## config.mk

```make
export PLATFORM = sky130hd
export DESIGN_NAME = peak_bin_finder
export DESIGN_NICKNAME = d
export VERILOG_FILES = /design/src/rtl/peak_bin_pkg.sv /design/src/rtl/peak_bin_finder_tracker.sv /design/src/rtl/peak_bin_finder.sv
export SDC_FILE = /design/constraint.sdc
export NUM_CORES = 1
export LEC_CHECK = 0
export ABC_AREA = 1
export BUFFER_PORTS_ARGS = -buffer_cell sky130_fd_sc_hd__clkbuf_2
export CAP_MARGIN = 15
export CORE_ASPECT_RATIO = 1.75
export CORE_MARGIN = 2
export CORE_UTILIZATION = 60
export DETAILED_ROUTE_END_ITERATION = 10
export PLACE_DENSITY_LB_ADDON = 0.3
export SKIP_CTS_REPAIR_TIMING = 1
export SYNTH_ARGS = -nofsm -noshare
export SYNTH_HDL_FRONTEND = slang
export SYNTH_SLANG_ARGS = --single-unit
```

## constraint.sdc

```tcl
create_clock -name clk -period 4 [get_ports clk]
set_input_delay 0.2 -clock clk [delete_from_list [all_inputs] [get_ports clk]]
set_output_delay 0.2 -clock clk [all_outputs]
set_load 0.02 [all_outputs]
```

## src/rtl/peak_bin_pkg.sv

```systemverilog
// Shared types and default widths for the peak-bin finder and the colour-mapping stage.
package peak_bin_pkg;

   typedef enum logic [1:0] {
      IDLE  = 2'd0,
      READ  = 2'd1,
      DRAIN = 2'd2
   } state_t;

   localparam int SAMPLES_DEF = 32;
   localparam int IDX_W       = $clog2(SAMPLES_DEF);
   localparam int MAG_W_DEF   = 16;
   localparam int MIN_MAG_DEF = 16;

endpackage

```

## src/rtl/peak_bin_finder_tracker.sv

```systemverilog
// Running maximum over one scan: the first word loads unconditionally, later words only if strictly larger.
module peak_tracker #(
   parameter int MAG_W = 16,
   parameter int IW    = 5
) (
   input  logic             clk,
   input  logic             rst_n,
   input  logic             vld_p1,
   input  logic             first_p1,
   input  logic [MAG_W-1:0] data_p1,
   input  logic [IW-1:0]    idx_p1,
   output logic [MAG_W-1:0] max_nxt,
   output logic [IW-1:0]    idx_nxt
);

   logic [MAG_W-1:0] max_q;
   logic [IW-1:0]    idx_q;
   logic             take;

   // Strict compare keeps the lowest index on ties.
   assign take    = vld_p1 && (first_p1 || (data_p1 > max_q));
   assign max_nxt = take ? data_p1 : max_q;
   assign idx_nxt = take ? idx_p1  : idx_q;

   always_ff @(posedge clk or negedge rst_n) begin
      if (!rst_n) begin
         max_q <= '0;
         idx_q <= '0;
      end else begin
         max_q <= max_nxt;
         idx_q <= idx_nxt;
      end
   end

endmodule

```

## src/rtl/peak_bin_finder.sv

```systemverilog
// Scans one bank of the FFT magnitude RAM and reports the strongest bin, its bank and a strength qualifier.
module peak_bin_finder
   import peak_bin_pkg::*;
#(
   parameter int SAMPLES   = SAMPLES_DEF,
   parameter int MAG_W     = MAG_W_DEF,
   parameter int START_BIN = 1,
   parameter int MIN_MAG   = MIN_MAG_DEF
) (
   input  logic                       clk,
   input  logic                       rst_n,
   input  logic                       start,
   input  logic                       ram_sel,
   output logic                       rd_en,
   output logic                       rd_bank,
   output logic [$clog2(SAMPLES)-1:0] rd_addr,
   input  logic [MAG_W-1:0]           rd_data,
   output logic                       busy,
   output logic [$clog2(SAMPLES)-1:0] index_holder,
   output logic                       whichRAM,
   output logic [MAG_W-1:0]           peak_mag,
   output logic                       done,
   output logic                       scan_done
);

   localparam int AW = $clog2(SAMPLES);
   localparam logic [AW-1:0]    FIRST_ADDR = AW'(START_BIN);
   localparam logic [AW-1:0]    LAST_ADDR  = AW'(SAMPLES - 1);
   localparam logic [MAG_W-1:0] MIN_LVL    = MAG_W'(MIN_MAG);

   state_t           state_q, state_d;
   logic             bank_q;
   logic [AW-1:0]    addr_q;
   logic             accept;

   logic             vld_p1;
   logic             first_p1;
   logic [AW-1:0]    addr_p1;

   logic [MAG_W-1:0] max_nxt;
   logic [AW-1:0]    idx_nxt;

   assign accept  = (state_q == IDLE) && start;
   assign rd_bank = bank_q;
   assign rd_addr = addr_q;

   always_comb begin
      state_d = state_q;
      rd_en   = 1'b0;
      busy    = 1'b0;
      case (state_q)
         IDLE: begin
            if (start) state_d = READ;
         end
         READ: begin
            rd_en = 1'b1;
            busy  = 1'b1;
            if (addr_q == LAST_ADDR) state_d = DRAIN;
         end
         DRAIN: begin
            busy    = 1'b1;
            state_d = IDLE;
         end
         default: state_d = IDLE;
      endcase
   end

   always_ff @(posedge clk or negedge rst_n) begin
      if (!rst_n) begin
         state_q <= IDLE;
         bank_q  <= 1'b0;
         addr_q  <= '0;
      end else begin
         state_q <= state_d;
         if (accept) begin
            bank_q <= ram_sel;
            addr_q <= FIRST_ADDR;
         end else if (rd_en && (addr_q != LAST_ADDR)) begin
            addr_q <= addr_q + AW'(1);
         end
      end
   end

   // Stage p1: RAM data returns; align the address and first-word flag with it.
   always_ff @(posedge clk or negedge rst_n) begin
      if (!rst_n) begin
         vld_p1   <= 1'b0;
         first_p1 <= 1'b0;
         addr_p1  <= '0;
      end else begin
         vld_p1   <= rd_en;
         first_p1 <= rd_en && (addr_q == FIRST_ADDR);
         addr_p1  <= addr_q;
      end
   end

   peak_tracker #(
      .MAG_W (MAG_W),
      .IW    (AW)
   ) u_tracker (
      .clk      (clk),
      .rst_n    (rst_n),
      .vld_p1   (vld_p1),
      .first_p1 (first_p1),
      .data_p1  (rd_data),
      .idx_p1   (addr_p1),
      .max_nxt  (max_nxt),
      .idx_nxt  (idx_nxt)
   );

   // Stage p2: publish the result using the final compare from the DRAIN cycle.
   always_ff @(posedge clk or negedge rst_n) begin
      if (!rst_n) begin
         index_holder <= '0;
         peak_mag     <= '0;
         whichRAM     <= 1'b0;
         done         <= 1'b0;
         scan_done    <= 1'b0;
      end else begin
         scan_done <= (state_q == DRAIN);
         if (state_q == DRAIN) begin
            index_holder <= idx_nxt;
            peak_mag     <= max_nxt;
            whichRAM     <= bank_q;
            done         <= (max_nxt >= MIN_LVL);
         end else if (accept) begin
            done <= 1'b0;
         end
      end
   end

endmodule

```

# After elaboration in Yosys (flattened, before gate mapping)
# Index checks and enable logic that the tools add are counted.
[word_totals]
register_bits = 60
latch_bits = 0
ram_bits = 0
mem_bits_ro = 0
inputBits = 20
out_inout_bits = 32
n_memories = 0
[classes]
addsub = 1
n_mul = 0
n_div = 0
order_cmp = 2
n_eq_ne = 7
shifts = 0
mux = 11
bitwise_logic = 0
reduce_logical = 10
[op_table]
columns = ["op", "count"]
rows = [
  ["greater-or-equal comparator 16 x 5 -> 1 bit, second input constant", 1],
  ["> comparator 16 bit", 1],
  ["two-way mux 16 bit", 1],
  ["two-way mux 5 bit", 3],
  ["adder 5 x 1 -> 5 bit, second input constant", 1],
  ["equality test 5 x 1 -> 1 bit, second input constant", 1],
  ["equality test 5 bit, second input constant", 1],
  ["inequality test 5 bit, second input constant", 1],
  ["logical AND 1 bit", 4],
  ["two-way mux 1 bit", 4],
  ["two-way mux 2 bit", 2],
  ["inequality test 2 bit, second input constant", 2],
  ["case mux 2 bit (2 select lines)", 1],
  ["nonzero test 2 bit", 2],
  ["equality test 2 x 1 -> 1 bit, second input constant", 1],
  ["equality test 2 bit, second input constant", 1],
  ["logical NOT 2 bit", 1],
  ["AND reduction 2 bit", 1],
  ["OR reduction 2 bit", 1],
  ["logical OR 1 bit", 1],
]

# Logic depth before layout (Yosys ltp)
# Gate-level depths: netlist of run 1.
[depth]
word_depth = 6
mapped_depth = 22

# By module
# Synthesis of run 1 repeated with hierarchy kept, for this count alone.
[unflattened]
cells_unflattened = 334
area_unflattened_um2 = 2897.8
[by_module_without_submodules]
columns = ["mod", "instances", "cells_each", "area_each_um2", "seq_area_each_um2"]
rows = [
  ["peak_bin_finder", 1, 170, 1575.3, 975.9],
  ["peak_tracker", 1, 164, 1322.5, 525.5],
]

# Least setup slack after synthesis of run 1
# No wires, ideal clock.
[synth_path]
kind = "reg2reg"
start = "register u_tracker.max_q[11]"
end = "register done"
setup_time_ns = 0.119
arrival_time_ns = 1.841
t_required_ns = 3.881
slack_ns = 2.040
path_stages_with_launch = 18
path_buffers = 1
synth_period_minus_slack_ns = 1.960
cell_sequence = "dfrtp_1 > inv_1 > ha_1 > a21oi_1 > nand2_1 > a21oi_1 > nand2_1 > nand2_2 > nand2_4 > nand2_4 > buf_12 > nand2_2 > nand2_2 > nand2_1 > nor2_1 > nand2_1 > nor2_1 > nor2_1"
[synth_via]
elab_chain_cells = 6
[synth_rtl]
columns = ["element", "line_no", "source"]
rows = [
  ["from (decl)", "peak_bin_finder_tracker.sv:16", "logic [MAG_W-1:0] max_q;"],
  ["from (signal assigned)", "peak_bin_finder_tracker.sv:30", "max_q <= max_nxt;"],
  ["> comparator 16 bit", "peak_bin_finder_tracker.sv:21", "assign take = vld_p1 && (first_p1 || (data_p1 > max_q));"],
  ["logical OR 1 bit", "peak_bin_finder_tracker.sv:21", ""],
  ["logical AND 1 bit", "peak_bin_finder_tracker.sv:21", ""],
  ["two-way mux 16 bit (*)", "peak_bin_finder_tracker.sv:22", "assign max_nxt = take ? data_p1 : max_q;"],
  ["greater-or-equal comparator 16 x 5 -> 1 bit (*)", "peak_bin_finder.sv:125", "done <= (max_nxt >= MIN_LVL);"],
  ["two-way mux 1 bit (*)", "peak_bin_finder.sv:121", "if (state_q == DRAIN) begin"],
  ["to (signal assigned)", "peak_bin_finder.sv:125", ""],
  ["to (decl)", "peak_bin_finder.sv:22", "output logic done,"],
]
# Every way passes the cells marked *; elsewhere a longest branch is shown, timed or not.
# A chain may end at the register's enable or synchronous reset.

# Worst setup path in the final report of run 1
# Ends and elaborated chain as after synthesis.

==> impl_metrics.py, run 1 <==
metrics = {
    "placed_design": {
        "dp.cells": 413,
        "gp_congestion": 0.835,
        "port_buffers": 51,
        "dp_hpwl_um": 4160,
    },
    "finish": {
        "antenna_cells": 0,
        "instances_no_fill": 428,
        "nets": 415,
        "areaGrowthSynthToFinish_pct": 15.9,
        "layout-drive-gt1-share_pct": 22.9,
        "nFillCells": 387,
    },
    "synth": {
        "synth-simple-area-share_pct": 23.6,
        "synth_area_sq_um": 2890,
        "muxShareOfSynthArea_pct": 0,
        "syn_avg_cell_area_sq_um": 9.11,
        "synth_compound_area_share_pct": 7.36,
        "synth_area_leaders": "dfrtp_1, ha_1, nand2_1",
        "ys_seq_area_share_pct": 52.0,
        "synth_edf_count": 0,
        "ys_ff_latch": 60,
        "synth_fp_nets": 360,
        "synth_top_family_by_area": "simple AND/OR/NAND/NOR gates",
        "ys.flop_type": "dfrtp_1",
        "yosysTopAreaCellShare_pct": 52.0,
        "ys_warn_count": 0,
        "yosysTopAreaCell": "dfrtp_1",
        "netlist_instances": 317,
        "synth_xor_xnor_area_share_pct": 0,
        "yosysMostFrequentCell": "nand2_1",
        "synth-adder-area-share_pct": 9.96,
        "synthTopCellsByCount": "nand2_1, dfrtp_1, inv_1",
        "ys_async_sr_fraction_pct": 100,
        "synth_cell_types": 26,
    },
    "floorplan": {
        "io_pins": 52,
        "dieArea_sq_um": 5410,
        "coreArea_sq_um": 4670,
        "initial_core_util_pct": 61.9,
        "row_count": 33,
        "die_w_um": 56.5,
        "die_y_um": 95.8,
    },
    "global_routing": {
        "grt_pass1_wl_um": 9510,
        "grt_max_degree": 61,
        "grt.total_usage_pct": 23.4,
        "gr-total-overflow": 0,
        "antenna_found_initial": 0,
        "grt_pass1_vias": 2171,
    },
    "detailed_routing": {
        "top_layer": "met4",
        "first_pass_iters": 4,
        "wl_met1_um": 2250,
        "wirelength_um": 5730,
        "met3WireLength_um": 280,
        "wl_per_cell_um": 13.4,
        "drc": 0,
        "ant_nets": 0,
        "route.met2.wl_um": 3080,
        "vias": 2221,
        "drtIter0Drc": 52,
        "viasPerCell": 5.19,
    },
    "clock_tree": {
        "clock_insertion_delay_worst_skew_ns": 0.33,
        "htreeDepth": 3,
        "cts_tree": "yes",
        "cts_buffers": 9,
        "root_buffer": "clkbuf_8",
        "path_clk_slew_ns": 0.06,
        "cts_buffer_depth": 2,
        "clock_sinks": 60,
    },
    "power_and_ir_drop": {
        "sequentialPowerShare_pct": 36.5,
        "clock_power_share_pct": 17.5,
        "p_sw_share_pct": 44.2,
        "p_per_area_nw_per_um2": 890,
        "intPower_mw": 1.66,
        "finalPower_mw": 2.98,
        "p_comb_share_pct": 46.1,
        "leakagePower_nw": 1.83,
        "p_switching_mw": 1.32,
        "vdd_drop_max_mv": 0.566,
    },
    "timing": {
        "setup_tns_ns": 0,
        "fin_crit_sh_pct": 62.8,
        "holdWs_ns": -0.00163,
        "min_period_ns": 2.51,
        "worst_pin_slew_ns": 0.743,
        "setup_viol": 0,
        "skew_ns": 0.00465,
        "fmax_mhz": 398,
        "drv_slew": 0,
        "hold_viol": 1,
        "rsz0062_at_grt": "no",
        "worst_slew_margin_rel_pct": 50.5,
    },
    "critical_path": {
        "worstPathArrival_ns": 2.74,
        "path_max_fanout": 25,
        "crit_required_ns": 4.22,
        "startpoint_type": "flip-flop",
        "worstSetupEndpointType": "flip-flop",
        "critPathKind": "reg2reg",
    },
    "outcome": {
        "status": "finished with violations",
        "failed_checks": "negative hold slack",
    },
    "worst_hold_path": {
        "hold_path.class": "in2async",
    },
    "flow_run": {
        "max_cap_violations": 0,
    },
}
-- worst max-delay path, stage by stage, from the launching register on --
cell     delay [ns]
dfrtp_1        0.38
inv_1          0.06
ha_1           0.31
nand4_1        0.15
nor3_2         0.17
nand3_1        0.11
nand2_2        0.10
nand2_4        0.14
nand2_4        0.31
nand2_1        0.10
nand2_1        0.12
nand2_1        0.06
nor2_1         0.12
nand2_1        0.08
nor2_1         0.11
nor2_1         0.05
-- power by group through the flow --
stage                     registers (mW)  clock network, mW  logic [mW]
after global routing                1.12              0.553        1.57
final                               1.09              0.520        1.37
after global placement              1.08                  0        1.35
after CTS                           1.09              0.524        1.40
after floorplan                     1.22                  0       0.888
after detailed placement            1.10                  0        1.39
-- layout make-up --
type / count / area (sq um) / share of cell area (%)
sequential: 60 / 1500 / 44.8
multi-input combinational: 209 / 1180 / 35.3
timing repair buffer: 53 / 270 / 8.07
clock buffer: 13 / 149 / 4.45
inverter: 39 / 146 / 4.37
tap: 52 / 65.1 / 1.94
clock inverter: 2 / 35.0 / 1.05
-- cells in the final DEF (no fill, tap or decap), drive strengths merged --
master and instances:
nand4 1, buf 2, a21oi 13, clkbuf 64, nand2 87, bufinv 1, o21ai 14, nor4 1
a21o 1, inv 39, ha 23, nor3 2, nor2 35, a31oi 10, nand3 16, clkinv 1
a211oi 1, nand3b 5, dfrtp 60
-- sequential cells by signal, indices dropped and copies added, names as in the netlist --
register and count:
vld_p1 1, u_tracker.max_q 16, done 1, state_q 2, index_holder 5, rd_addr 5, whichRAM 1, addr_p1 5
rd_bank 1, first_p1 1, u_tracker.idx_q 5, peak_mag 16, scan_done 1
-- logic make-up after synthesis --
family / count (synthesis)
DFF: 60
adders and majority gates: 23
AOI/OAI and AO/OA: 39
buffers and inverters: 48
and+or+nand+nor: 147
-- routing by layer --
| layer | vias up | global-route usage (%) |
|---|---|---|
| met4 | 0 | 9.72 |
| met2 | 48 | 41.4 |
| met3 | 11 | 7.93 |
| li1 | 1125 | - |
| met1 | 1037 | 25.3 |
| met5 | - | 0 |
-- worst paths after layout --
kind / slack [ns] / end / depth (start not counted) / start
setup / recovery: 1.49 / done$_DFFE_PN0P_ / 15 / u_tracker.max_q[11]$_DFF_PN0_
min in group clk: 0.06 / rd_bank$_DFFE_PN0P_ / 3 / ram_sel
hold reg to reg: 0.44 / addr_p1[2]$_DFF_PN0_ / 0 / rd_addr[2]$_DFFE_PN0P_
hold / removal: -0.002 / peak_mag[12]$_DFFE_PN0P_ / 2 / rst_n
setup reg to reg: 1.49 / done$_DFFE_PN0P_ / 15 / u_tracker.max_q[11]$_DFF_PN0_
max in group asynchronous: 3.50 / peak_mag[15]$_DFFE_PN0P_ / 2 / rst_n
-- metrics by stage --
| stage | instance area, sq um | setup WS [ns] | utilization [%] |
|---|---|---|---|
| after floorplan | 2890 | 2.04 | - |
| after global placement | 3160 | 1.57 | 67.8 |
| after detailed placement | 3160 | 1.52 | 67.8 |
| after CTS | 3350 | 1.46 | 71.8 |
| after global routing | 3350 | 1.21 | 71.8 |
| final | 3350 | 1.49 | 71.8 |
Power figures use the tool's default switching activity.
==> inputs of run 2 (changes only) <==
--- a/config.mk
+++ b/config.mk
@@ -10,7 +10,7 @@
 export CAP_MARGIN = 15
 export CORE_ASPECT_RATIO = 1.75
 export CORE_MARGIN = 2
-export CORE_UTILIZATION = 60
+export CORE_UTILIZATION = 50
 export DETAILED_ROUTE_END_ITERATION = 10
 export PLACE_DENSITY_LB_ADDON = 0.3
 export SKIP_CTS_REPAIR_TIMING = 1
==> constraint.sdc (replaced) <==
create_clock -name clk -period 2.1 [get_ports clk]
set_input_delay 0.105 -clock clk [delete_from_list [all_inputs] [get_ports clk]]
set_output_delay 0.105 -clock clk [all_outputs]
set_load 0.02 [all_outputs]
==> run 2 against run 1 <==
  * The run ends with negative setup slack left
  * Non-clock buffer count is 25 higher
  * Clock skew is 0.0042 ns higher
  * Die area is 19% higher
  * Sequential share of layout area is 6.5 points lower
  * Flip-flop and latch count stayed put
  * Final cell count is 12% higher
  * Critical path depth is 1 lower
  * Cell area is 17% higher
  * First-iteration DRC count is 120% higher
  * Highest routed layer unchanged
==> impl_metrics.py, run 2 (synthesis results as in run 1) <==
metrics = {
    "outcome": {
        "status": "finished with violations",
        "failed_checks": "negative setup slack",
    },
    "worst_hold_path": {
        "min_from": "rd_data[0]",
        "holdPathStages": 3,
        "hold_path.class": "in2reg",
    },
    "critical_path": {
        "critPathKind": "reg2reg",
        "path_max_fanout": 6,
        "worstSetupEndpointType": "flip-flop",
        "worstSetupEndpoint": "done$_DFFE_PN0P_",
        "crit_path_start": "u_tracker.max_q[15]$_DFF_PN0_",
        "startpoint_type": "flip-flop",
        "worst-r2r-cell-count": 14,
        "r2r_start": "u_tracker.max_q[15]$_DFF_PN0_",
        "rrSetupSlack_ns": -0.10,
        "crit_required_ns": 2.32,
        "r2r-end": "done$_DFFE_PN0P_",
        "worstPathArrival_ns": 2.43,
    },
    "timing": {
        "rsz0062_at_grt": "yes",
        "hold_viol": 0,
        "fmax_mhz": 454,
        "postLayoutSetupSlackWorst_ns": -0.102,
        "setup_viol": 8,
        "skew_ns": 0.00890,
        "setup_tns_ns": -0.304,
        "worst_slew_margin_rel_pct": 50.7,
        "fin_crit_sh_pct": 105,
        "min_period_ns": 2.20,
        "drv_slew": 0,
        "worst_pin_slew_ns": 0.739,
    },
    "floorplan": {
        "io_pins": 52,
        "initial_core_util_pct": 51.7,
        "die_y_um": 105,
        "coreArea_sq_um": 5590,
        "die_w_um": 61.5,
        "row_count": 36,
        "dieArea_sq_um": 6430,
    },
    "finish": {
        "instances_no_fill": 479,
        "layout_common_cells": "dfrtp_1, nand2_1, clkbuf_2",
        "layout-drive-gt1-share_pct": 39.2,
        "final_common_cell": "dfrtp_1",
        "largest_registers": "peak_mag x16, u_tracker.max_q x16",
        "nets": 441,
        "areaGrowthSynthToFinish_pct": 35.4,
        "antenna_cells": 0,
        "nFillCells": 461,
    },
    "power_and_ir_drop": {
        "leakagePower_nw": 2.00,
        "sequentialPowerShare_pct": 30.7,
        "p_sw_share_pct": 43.5,
        "p_per_area_nw_per_um2": 1750,
        "intPower_mw": 3.87,
        "clock_power_share_pct": 16.7,
        "p_comb_share_pct": 52.6,
        "p_switching_mw": 2.97,
        "vdd_drop_max_mv": 1.06,
    },
    "clock_tree": {
        "clock_sinks": 60,
        "clock_insertion_delay_worst_skew_ns": 0.34,
        "htreeDepth": 3,
        "cts_buffer_depth": 2,
        "path_clk_slew_ns": 0.07,
        "cts_buffers": 9,
        "root_buffer": "clkbuf_8",
        "cts_tree": "yes",
    },
    "detailed_routing": {
        "wirelength_um": 6700,
        "viasPerCell": 5.10,
        "drtIter0Drc": 114,
        "ant_nets": 0,
        "wl_per_cell_um": 14.0,
        "vias": 2442,
        "drc": 0,
        "first_pass_iters": 4,
    },
    "placed_design": {
        "dp.cells": 452,
        "dp_hpwl_um": 4630,
        "gp_congestion": 0.869,
        "port_buffers": 51,
    },
    "global_routing": {
        "grt_pass1_vias": 2302,
        "gr-total-overflow": 0,
        "grt.total_usage_pct": 21.5,
        "grt_pass1_wl_um": 10200,
        "grt_max_degree": 37,
        "antenna_found_initial": 0,
    },
    "flow_run": {
        "max_cap_violations": 0,
    },
}
## run 2: changes by cell type in the layout (fill, tap and decap cells not counted), moves of 5 or more
cell	previous run	this run
nand2_1	70	52
inv_2	0	5
ha_1	23	18
inv_1	39	34
nand2_2	12	26
a21oi_2	0	6
a21oi_1	13	6
o21ai_0	13	8
buf_4	2	18
nor2_1	33	28
ha_4	0	5
## run 2: cell type report
cell class | count | area [sq um] | area share (%)
clock buffer | 12 | 145 | 3.71
sequential | 60 | 1500 | 38.4
tap | 76 | 95.1 | 2.43
timing repair buffer | 78 | 519 | 13.3
inverter | 39 | 146 | 3.74
multi-input combinational | 210 | 1430 | 36.6
clock inverter | 4 | 72.6 | 1.85
## run 2: stage by stage
stage / total power, mW / util, % / setup WS (ns) / area (sq um) / hold WS (ns)
floorplan: 4.02 / - / 0.140 / 2890 / -0.191
global placement: 4.89 / 59.4 / -0.0727 / 3320 / 0.159
detailed placement: 5.00 / 59.4 / -0.108 / 3320 / 0.158
CTS: 6.16 / 63.3 / -0.128 / 3540 / -0.208
global route: 7.37 / 70.0 / -0.189 / 3910 / 0.0504
finish: 6.84 / 70.0 / -0.102 / 3910 / 0.0334
## run 2: worst min path at each step
| stage | endpoint | slack [ns] |
|---|---|---|
| 3_5_place_dp | u_tracker.max_q[5]$_DFF_PN0_ | 0.16 |
| 4_1_cts | peak_mag[6]$_DFFE_PN0P_ | -0.21 |
| 6_report | u_tracker.max_q[0]$_DFF_PN0_ | 0.03 |
| 3_3_place_gp | peak_mag[4]$_DFFE_PN0P_ | 0.16 |
| 5_1_grt | u_tracker.max_q[0]$_DFF_PN0_ | 0.05 |
| 2_1_floorplan | addr_p1[0]$_DFF_PN0_ | -0.19 |
## run 2: layer usage
metal,GRT usage (%),wire [um],part of all wire (%),vias to the layer above
li1,-,-,-,1179
met1,26.0,2580,39,1173
met2,35.3,3600,54,67
met3,5.20,287,4.3,23
met4,9.42,224,3.3,0
met5,0,0,0,-
## run 2: power groups by stage
stage          combinational (mW)  sequential [mW]  clock [mW]
2_1_floorplan                1.69             2.33           0
3_3_place_gp                 2.86             2.04           0
3_5_place_dp                 2.94             2.06           0
5_1_grt                      3.98             2.17        1.22
4_1_cts                      2.95             2.05        1.16
6_report                     3.60             2.10        1.15
## run 2: worst max-delay path, stage by stage (launching register included)
cell     delay, ns
dfrtp_1       0.36
inv_1         0.05
ha_1          0.31
nand2_2       0.08
nor3_2        0.22
nand3_1       0.14
nand2_2       0.11
nand2_4       0.10
buf_6         0.15
nand3_1       0.06
nand2_1       0.09
nor2_2        0.15
nand3_2       0.10
nor2_1        0.12
nor2_1        0.05
==> inputs of run 3 (changes only) <==
--- a/config.mk
+++ b/config.mk
@@ -16,4 +16,5 @@
 export SKIP_CTS_REPAIR_TIMING = 1
 export SYNTH_ARGS = -nofsm -noshare
 export SYNTH_HDL_FRONTEND = slang
+export SYNTH_HIERARCHICAL = 1
 export SYNTH_SLANG_ARGS = --single-unit
==> run 3 against run 2 <==
  * The run still ends with negative setup slack left
  * Power fell by 2.1%
  * Maximum frequency fell by 2.2%
  * Largest power group unchanged
  * Clock power fell by 11%
  * Sequential share of layout area fell by 0.76 points
  * Critical endpoint is now peak_mag[3]$_DFFE_PN0P_
  * Critical path type unchanged
==> impl_metrics.py, run 3 <==
metrics = {
    "detailed_routing": {
        "wl_per_cell_um": 15.5,
        "vias": 2616,
        "viasPerCell": 5.16,
        "drtIter0Drc": 129,
        "wl_met1_um": 2770,
        "wirelength_um": 7860,
        "met3WireLength_um": 343,
        "top_layer": "met4",
        "route.met2.wl_um": 4270,
        "drc": 0,
        "ant_nets": 0,
        "first_pass_iters": 4,
    },
    "critical_path": {
        "cp_common_cell": "nand2_1",
        "worstPathArrival_ns": 2.46,
        "path_cells": "inv_1 -> ha_1 -> nand2_2 -> nor3_4 -> nand3_2 -> nand2_4 -> nand2_8 -> buf_6 -> buf_6 -> nand3_1 -> nand2_1 -> nand2_1 -> nand2_1",
        "crit_slowest_cell": "dfrtp_1",
        "critical-path-max-stage-delay_ns": 0.36,
        "crit_required_ns": 2.31,
        "startpoint_type": "flip-flop",
        "path_max_fanout": 8,
        "critPathKind": "reg2reg",
        "worstSetupEndpointType": "flip-flop",
    },
    "synth": {
        "ys_ff_latch": 60,
        "yosysMostFrequentCell": "nand2_1",
        "synth_area_leaders": "dfrtp_1, nand2_1, ha_1",
        "ys_async_sr_fraction_pct": 100,
        "ys_seq_area_share_pct": 51.8,
        "synth_top_family_by_area": "simple AND/OR/NAND/NOR gates",
        "yosysTopAreaCell": "dfrtp_1",
        "synth_area_sq_um": 2900,
        "ys.flop_type": "dfrtp_1",
        "synth-adder-area-share_pct": 9.93,
        "muxShareOfSynthArea_pct": 0.518,
        "synth_xor_xnor_area_share_pct": 0.302,
        "synth_fp_nets": 377,
        "syn_avg_cell_area_sq_um": 8.68,
        "synth_compound_area_share_pct": 2.81,
        "synthTopCellsByCount": "nand2_1, dfrtp_1, inv_1",
        "yosysTopAreaCellShare_pct": 51.8,
        "synth_edf_count": 0,
        "synth_cell_types": 23,
        "ys_warn_count": 6,
        "netlist_instances": 334,
        "synth-simple-area-share_pct": 28.3,
    },
    "power_and_ir_drop": {
        "p_per_area_nw_per_um2": 1680,
        "clock_power_share_pct": 15.2,
        "p_switching_mw": 2.95,
        "p_comb_share_pct": 55.2,
        "p_sw_share_pct": 44.1,
        "intPower_mw": 3.75,
        "sequentialPowerShare_pct": 29.6,
        "vdd_drop_max_mv": 1.12,
        "leakagePower_nw": 2.13,
    },
    "timing": {
        "fmax_mhz": 444,
        "drv_slew": 0,
        "min_period_ns": 2.25,
        "setup_viol": 17,
        "postLayoutSetupSlackWorst_ns": -0.151,
        "fin_crit_sh_pct": 107,
        "worst_pin_slew_ns": 0.658,
        "hold_viol": 0,
        "setup_tns_ns": -0.970,
        "skew_ns": 0.00722,
        "rsz0062_at_grt": "yes",
        "worst_slew_margin_rel_pct": 56.1,
    },
    "floorplan": {
        "initial_core_util_pct": 51.9,
        "dieArea_sq_um": 6440,
        "coreArea_sq_um": 5590,
        "die_y_um": 105,
        "die_w_um": 61.5,
        "row_count": 36,
        "io_pins": 52,
    },
    "finish": {
        "instances_no_fill": 507,
        "final_common_cell": "nand2_1",
        "areaGrowthSynthToFinish_pct": 37.7,
        "antenna_cells": 0,
        "nFillCells": 442,
        "layout-drive-gt1-share_pct": 40.4,
        "largest_registers": "peak_mag x16, u_tracker/max_q x16",
        "layout_common_cells": "nand2_1, dfrtp_1, clkbuf_2",
        "nets": 469,
        "fin_util_pct": 71.5,
    },
    "placed_design": {
        "dp.cells": 471,
        "dp_hpwl_um": 5020,
        "gp_congestion": 0.902,
        "port_buffers": 51,
    },
    "clock_tree": {
        "cts_buffers": 9,
        "cts_tree": "yes",
        "cts_buffer_depth": 2,
        "root_buffer": "clkbuf_8",
        "path_clk_slew_ns": 0.06,
        "clock_insertion_delay_worst_skew_ns": 0.34,
        "htreeDepth": 3,
        "clock_sinks": 60,
    },
    "global_routing": {
        "gr-total-overflow": 0,
        "antenna_found_initial": 0,
        "grt_pass1_vias": 2443,
        "grt_pass1_wl_um": 10900,
        "grt_max_degree": 26,
        "grt.total_usage_pct": 23.0,
    },
    "flow_run": {
        "max_cap_violations": 0,
    },
    "outcome": {
        "failed_checks": "negative setup slack",
        "status": "finished with violations",
    },
    "worst_hold_path": {
        "hold_path.class": "in2reg",
    },
}
-- run 3: changes by cell type in the layout (fill, tap and decap cells not counted), sizes merged, moves of 2 or more --
cell,previous run,this run
a21oi,13,10
a31oi,10,0
buf,25,37
clkinv,1,3
inv,39,30
nand2,88,144
nand3,16,26
nand3b,5,0
nor2,35,22
o21ai,14,4
-- run 3: final cells by class --
type	instances	area (sq um)	area share [%]
sequential	60	1500	37.6
multi-input combinational	235	1500	37.5
timing repair buffer	90	591	14.8
clock buffer	12	145	3.64
inverter	30	113	2.82
tap	76	95.1	2.38
clock inverter	4	48.8	1.22
-- run 3: worst max-delay path, delay by kind of cell, from the launching register on --
kind / cells / cell delay, ns
and+or+nand+nor: 9 / 1.11
DFF: 1 / 0.36
buffers and inverters: 3 / 0.33
adders and majority gates: 1 / 0.31
-- run 3: power groups by stage --
stage | Combinational [mW] | Sequential [mW] | Clock, mW
2_1_floorplan | 1.60 | 2.19 | 0
3_3_place_gp | 2.74 | 1.95 | 0
3_5_place_dp | 2.82 | 1.97 | 0
4_1_cts | 2.83 | 1.95 | 1.04
5_1_grt | 4.03 | 2.03 | 1.10
6_report | 3.70 | 1.98 | 1.02
-- run 3: cell families (layout without fill, tap and decap cells) --
group                    after synthesis  count (layout)
AND/OR/NAND/NOR                      194             195
flip-flops                            60              60
buffers and inverters                 40             136
adder cells (fa/ha/maj)               23              23
AO/OA/AOI/OAI                         15              15
XOR/XNOR                               1               1
multiplexers                           1               1
-- run 3: metrics by stage --
| step | area, sq um | worst slack (ns) | hold slack, ns | total power, mW |
|---|---|---|---|---|
| 4_1_cts | 3520 | -0.0798 | -0.208 | 5.82 |
| 3_5_place_dp | 3330 | -0.0582 | 0.165 | 4.79 |
| 3_3_place_gp | 3330 | 0.00608 | 0.161 | 4.69 |
| 6_report | 3990 | -0.151 | 0.0545 | 6.70 |
| 2_1_floorplan | 2900 | 0.217 | -0.191 | 3.78 |
| 5_1_grt | 3990 | -0.259 | 0.0574 | 7.16 |
-- run 3: worst paths after layout --
check / start / to / slack (ns) / cells past startpoint
max in group asynchronous: rst_n / u_tracker/max_q[13]$_DFF_PN0_ / 1.07 / 3
min: rd_data[1] / u_tracker/max_q[1]$_DFF_PN0_ / 0.05 / 3
min in group asynchronous: rst_n / u_tracker/max_q[4]$_DFF_PN0_ / 0.32 / 2
max: u_tracker/max_q[14]$_DFF_PN0_ / peak_mag[3]$_DFFE_PN0P_ / -0.15 / 13
max reg2reg: u_tracker/max_q[14]$_DFF_PN0_ / peak_mag[3]$_DFFE_PN0P_ / -0.15 / 13
min reg2reg: rd_addr[4]$_DFFE_PN0P_ / addr_p1[4]$_DFF_PN0_ / 0.46 / 0
-- run 3: metal layers --
layer	track usage (%)	up-vias
met1	24.3	1270
met5	0	-
li1	-	1227
met2	38.2	88
met4	14.7	0
met3	5.69	31
